==> src/rtl/pdm_pkg.sv <==
// Shared constants and helpers for the PDM microphone peripheral.
package pdm_pkg;

    // PCM sample width produced by the CIC3 decimator.
    localparam int unsigned PCM_W              = 16;
    // Default number of buffered PCM samples.
    localparam int unsigned FIFO_DEPTH_DEFAULT = 8;

    // Bus register offsets of the peripheral.
    localparam logic [7:0] REG_PCM_DATA    = 8'h08;
    localparam logic [7:0] REG_FIFO_STATUS = 8'h10;
    localparam logic [7:0] REG_WATERMARK   = 8'h14;

    // Pointer width for a power-of-two FIFO depth.
    function automatic int unsigned ptr_width(input int unsigned depth);
        return $clog2(depth);
    endfunction

endpackage

==> src/rtl/pdm_fifo_mem.sv <==
// DEPTH x DATA_W register file: one synchronous write port, one asynchronous read port.
module pdm_fifo_mem
    import pdm_pkg::*;
#(
    parameter int unsigned DATA_W = PCM_W,
    parameter int unsigned DEPTH  = FIFO_DEPTH_DEFAULT,
    parameter int unsigned ADDR_W = ptr_width(DEPTH)
) (
    input  logic              clk,
    input  logic              we,
    input  logic [ADDR_W-1:0] waddr,
    input  logic [DATA_W-1:0] wdata,
    input  logic [ADDR_W-1:0] raddr,
    output logic [DATA_W-1:0] rdata
);

    logic [DATA_W-1:0] mem [DEPTH];

    // Write port; contents are deliberately not reset.
    always_ff @(posedge clk) begin
        if (we) begin
            mem[waddr] <= wdata;
        end
    end

    assign rdata = mem[raddr];

endmodule

==> src/rtl/pdm_pcm_fifo.sv <==
// PCM sample FIFO between the decimator and the bus-facing PCM register, with fill
// level, watermark interrupt and sticky overflow flag.
module pdm_pcm_fifo
    import pdm_pkg::*;
#(
    parameter int unsigned DATA_W = PCM_W,
    parameter int unsigned DEPTH  = FIFO_DEPTH_DEFAULT,
    parameter int unsigned ADDR_W = ptr_width(DEPTH)
) (
    input  logic              clk,
    input  logic              rst_n,
    input  logic [DATA_W-1:0] in_data,
    input  logic              in_valid,
    input  logic              pop,
    input  logic              clear,
    input  logic [ADDR_W:0]   watermark,
    output logic [DATA_W-1:0] out_data,
    output logic              out_valid,
    output logic [ADDR_W:0]   level,
    output logic              full,
    output logic              overflow,
    output logic              wm_irq
);

    localparam int unsigned LVL_W   = ADDR_W + 1;
    localparam logic [LVL_W-1:0] DEPTH_LVL = LVL_W'(DEPTH);

    logic [ADDR_W-1:0] wr_ptr_q, wr_ptr_d;
    logic [ADDR_W-1:0] rd_ptr_q, rd_ptr_d;
    logic [LVL_W-1:0]  level_q, level_d;
    logic              overflow_q, overflow_d;
    logic              wm_irq_q, wm_irq_d;
    logic              push_ok, pop_ok;
    logic [DATA_W-1:0] rd_data;

    assign out_valid = (level_q != '0);
    assign full      = (level_q == DEPTH_LVL);

    // A full FIFO still accepts a push when the same cycle frees a slot.
    assign pop_ok  = pop && out_valid && !clear;
    assign push_ok = in_valid && (!full || pop_ok) && !clear;

    // Next-state for pointers, level, overflow and watermark interrupt.
    always_comb begin
        wr_ptr_d   = wr_ptr_q;
        rd_ptr_d   = rd_ptr_q;
        level_d    = level_q;
        overflow_d = overflow_q;
        if (clear) begin
            wr_ptr_d   = '0;
            rd_ptr_d   = '0;
            level_d    = '0;
            overflow_d = 1'b0;
        end else begin
            if (push_ok) begin
                wr_ptr_d = wr_ptr_q + ADDR_W'(1);
            end
            if (pop_ok) begin
                rd_ptr_d = rd_ptr_q + ADDR_W'(1);
            end
            level_d = level_q + LVL_W'(push_ok) - LVL_W'(pop_ok);
            if (in_valid && !push_ok) begin
                overflow_d = 1'b1;
            end
        end
        // Registered so the interrupt moves on the same edge as level.
        wm_irq_d = (watermark != '0) && (level_d >= watermark);
    end

    // State registers with synchronous active-low reset.
    always_ff @(posedge clk) begin
        if (!rst_n) begin
            wr_ptr_q   <= '0;
            rd_ptr_q   <= '0;
            level_q    <= '0;
            overflow_q <= 1'b0;
            wm_irq_q   <= 1'b0;
        end else begin
            wr_ptr_q   <= wr_ptr_d;
            rd_ptr_q   <= rd_ptr_d;
            level_q    <= level_d;
            overflow_q <= overflow_d;
            wm_irq_q   <= wm_irq_d;
        end
    end

    pdm_fifo_mem #(
        .DATA_W (DATA_W),
        .DEPTH  (DEPTH),
        .ADDR_W (ADDR_W)
    ) u_mem (
        .clk   (clk),
        .we    (push_ok),
        .waddr (wr_ptr_q),
        .wdata (in_data),
        .raddr (rd_ptr_q),
        .rdata (rd_data)
    );

    assign out_data = out_valid ? rd_data : '0;
    assign level    = level_q;
    assign overflow = overflow_q;
    assign wm_irq   = wm_irq_q;

endmodule

==> config.mk <==
export PLATFORM = sky130hd
export DESIGN_NAME = pdm_pcm_fifo
export DESIGN_NICKNAME = d
export VERILOG_FILES = /design/src/rtl/pdm_pkg.sv /design/src/rtl/pdm_fifo_mem.sv /design/src/rtl/pdm_pcm_fifo.sv
export SDC_FILE = /design/constraint.sdc
export NUM_CORES = 1
export LEC_CHECK = 0
export CAP_MARGIN = 20
export CORE_UTILIZATION = 40
export CTS_CLUSTER_DIAMETER = 40
export DETAILED_ROUTE_END_ITERATION = 16
export GPL_ROUTABILITY_DRIVEN = 0
export PLACE_DENSITY = 0.56
export REMOVE_ABC_BUFFERS = 1
export SYNTH_ARGS = -nofsm -noshare
export SYNTH_HDL_FRONTEND = slang
export SYNTH_SLANG_ARGS = --single-unit
==> constraint.sdc <==
create_clock -name clk -period 4 [get_ports clk]
set_input_delay 0.4 -clock clk [delete_from_list [all_inputs] [get_ports clk]]
set_output_delay 0.4 -clock clk [all_outputs]
set_load 0.03 [all_outputs]
==> results.toml <==
[synthesis]
synth-simple-area-share_pct = 5.49
syn_area_um2 = 5790
synth_mux_area_share_pct = 12.6
yosys.area_share.adder_pct = 2.94
yosys_register_bits = 143
synth-edff-count = 128
synth_xor_area_share_pct = 0.908
ys.flop_type = "edfxtp_1"
netlist_instances = 321
yosysUniqueCellTypes = 36
synth-compound-area-share_pct = 2.64
synth_top_family_by_area = "multiplexers"
avgSynthCellArea_um2 = 18.0
yosys_warnings = 0
yosysSeqAreaShare_pct = 71.6
async_reset_ff_share_pct = 0

[global_routing]
grt_pass1_vias = 3150
grt.overflow.total = 0
grt_pass1_wl_um = 17300
antenna_found_initial = 0
grt_max_degree = 33
grt_usage_pct = 16.5

[critical_path]
critPathBufInv = 3
end_kind = "output pin"
worstPathArrival_ps = 3000
crit_path_start_kind = "register"
critical_path_cell_count = 7
rr_endpoint = "wm_irq$_SDFF_PN0_"
setup.worst_path.class = "reg2out"
critPathCapture = "out_data[6]"
critical_path.top_delay_family = "buffers and inverters"
critical_path.max_stage_delay_ps = 700
reg2reg_from = "level[2]$_SDFF_PN0_"
crit_fanout = 20
worst_path_max_delay_cell = "clkdlybuf4s50_1"
ff2ff_path_depth = 14
path_cells = "inv_1 > ha_1 > or3b_4 > buf_4 > nand2b_2 > o21ai_1 > clkdlybuf4s50_1"
startpoint = "level[3]$_SDFF_PN0_"
cp_data_required_time_ps = 3600
r2r_slack_ps = 760

[min_path]
hp-class = "reg2reg"

[sta]
slew_viol_final = 0
rsz0062_at_grt = "false"
hold_viol_final = 0
relSlewSlack_pct = 59.3
finClkSkew_ps = 8.03
fmax_ghz = 0.294
setup_tns_ps = 0
tightest_slew_ps = 604
setup_viol = 0
post-route-min-period_ps = 3400
post-route-period-util_pct = 84.9

[outcome]
outcome = "completed"

[final_layout]
areaGrowthSynthToFinish_pct = 22.2
n_fill_cell = 1182
layout_common_cells = "edfxtp_1, clkdlybuf4s50_1, mux4_2"
nets = 430
diodes = 0
drive_gt1_share_pct = 22.5
mostFrequentLayoutCell = "edfxtp_1"

[pwr]
power.density_nw_per_um2 = 468
p_leak_nw = 2.37
total_power_mw = 3.31
peakVddDrop_mv = 0.285

[route]
drcViolationCount = 0
vias = 2972
ant_nets = 0
dr.pass1.iters = 4
avgRoutedWirePerCell_um = 19.0
routed_wl_um = 11100
vias_per_cell = 5.08
drt_iter0_drc = 173

[clocking]
clk_pin_slew_ps = 50
worst_skew_pair.late_latency_ps = 410
clock-sinks = 143
cts_buffers = 17
cts-resized-gates = 0
cts_tree = "done"
post_cts_buffers = 0
cts_hold_buf = 0
clock_path_buffers = 2
root_buffer = "clkbuf_16"
htreeDepth = 4

[die]
core_um2 = 14000
die_area_um2 = 15000
io_pins = 49
start_util_pct = 41.4
die_h_um = 122
num_rows = 43
die_width_um = 122

[run]
cap_violations = 0

[place]
dp_hpwl_um = 6670
port_buffers = 48
[cell families (layout without fill, tap and decap cells)]
| logic type | Yosys count | after routing |
|---|---|---|
| AOI/OAI and AO/OA | 27 | 27 |
| adders and majority gates | 13 | 13 |
| and+or+nand+nor | 59 | 59 |
| xor gates and xnor gates | 6 | 6 |
| buffers and inverters | 40 | 124 |
| DFF | 143 | 143 |
| muxes | 33 | 33 |
[layer usage]
layer  share of wire, %  GRT usage (%)
met3                4.5           4.88
met4                1.5           5.72
met2                 47           25.2
met1                 47           22.4
met5                  0              0
[power breakdown]
group / leakage (nW) / switching [mW] / internal (mW)
logic: 0.837 / 0.142 / 0.104
registers: 1.28 / 0.00693 / 1.64
clock network: 0.254 / 0.571 / 0.838
[sequential cells by signal (all words and copies together) (netlist names), named ones only]
name       flops
rd_ptr_q       3
overflow       1
wr_ptr_q       3
wm_irq         1
level          4
u_mem.mem    128
[synth_stat cells, types with 2 or more instances]
cell / n / area share [%]
nand2_1: 4 / 0.26
dfxtp_1: 15 / 5.2
nand3_1: 18 / 1.6
inv_1: 26 / 1.7
o21ai_0: 2 / 0.17
a21o_1: 2 / 0.26
nor3_1: 4 / 0.35
nor2_1: 18 / 1.2
buf_6: 4 / 0.78
buf_2: 5 / 0.43
buf_12: 2 / 0.69
mux4_2: 32 / 12
a21oi_1: 3 / 0.26
edfxtp_1: 128 / 66
o21ai_1: 16 / 1.4
xnor2_1: 2 / 0.30
nor4_1: 2 / 0.22
nor2b_1: 2 / 0.22
nand2b_1: 4 / 0.43
xor2_1: 4 / 0.61
ha_1: 12 / 2.6
or3b_4: 2 / 0.39
[how the worst min path moves through the flow]
stage | startpoint | end | depth (start not counted)
CTS | rd_ptr_q[1]$_SDFFE_PP0N_ | register | 2
finish | overflow$_SDFFE_PP0P_ | overflow$_SDFFE_PP0P_ | 2
global placement | overflow$_SDFFE_PP0P_ | overflow$_SDFFE_PP0P_ | 2
floorplan | rd_ptr_q[1]$_SDFFE_PP0N_ | register | 2
detailed placement | overflow$_SDFFE_PP0P_ | overflow$_SDFFE_PP0P_ | 2
global route | rd_ptr_q[1]$_SDFFE_PP0N_ | rd_ptr_q[1]$_SDFFE_PP0N_ | 2
[final cells by class]
type	count	area [µm²]	area share [%]
timing repair buffer	66	616	8.70
multi-input combinational	138	1460	20.6
clock buffer	18	429	6.07
sequential	143	4150	58.6
clock inverter	14	101	1.43
inverter	26	97.6	1.38
tap	180	225	3.18
[per-stage QoR]
step	area [µm²]	instances	setup slack (ps)	util (%)	hold slack, ps
6_report	7070	585	604	50.6	475
5_1_grt	7070	585	449	50.6	501
4_1_cts	7070	585	543	50.6	483
3_5_place_dp	6540	553	521	46.8	465
3_3_place_gp	6540	553	602	46.8	465
2_1_floorplan	5670	307	585	-	454
[worst min-delay path, stage by stage, from the launching register on]
cell and delay (ps):
dfxtp_1 320, a21oi_1 40, nor2_1 70
No activity file was read; power rests on OpenSTA's default activity.
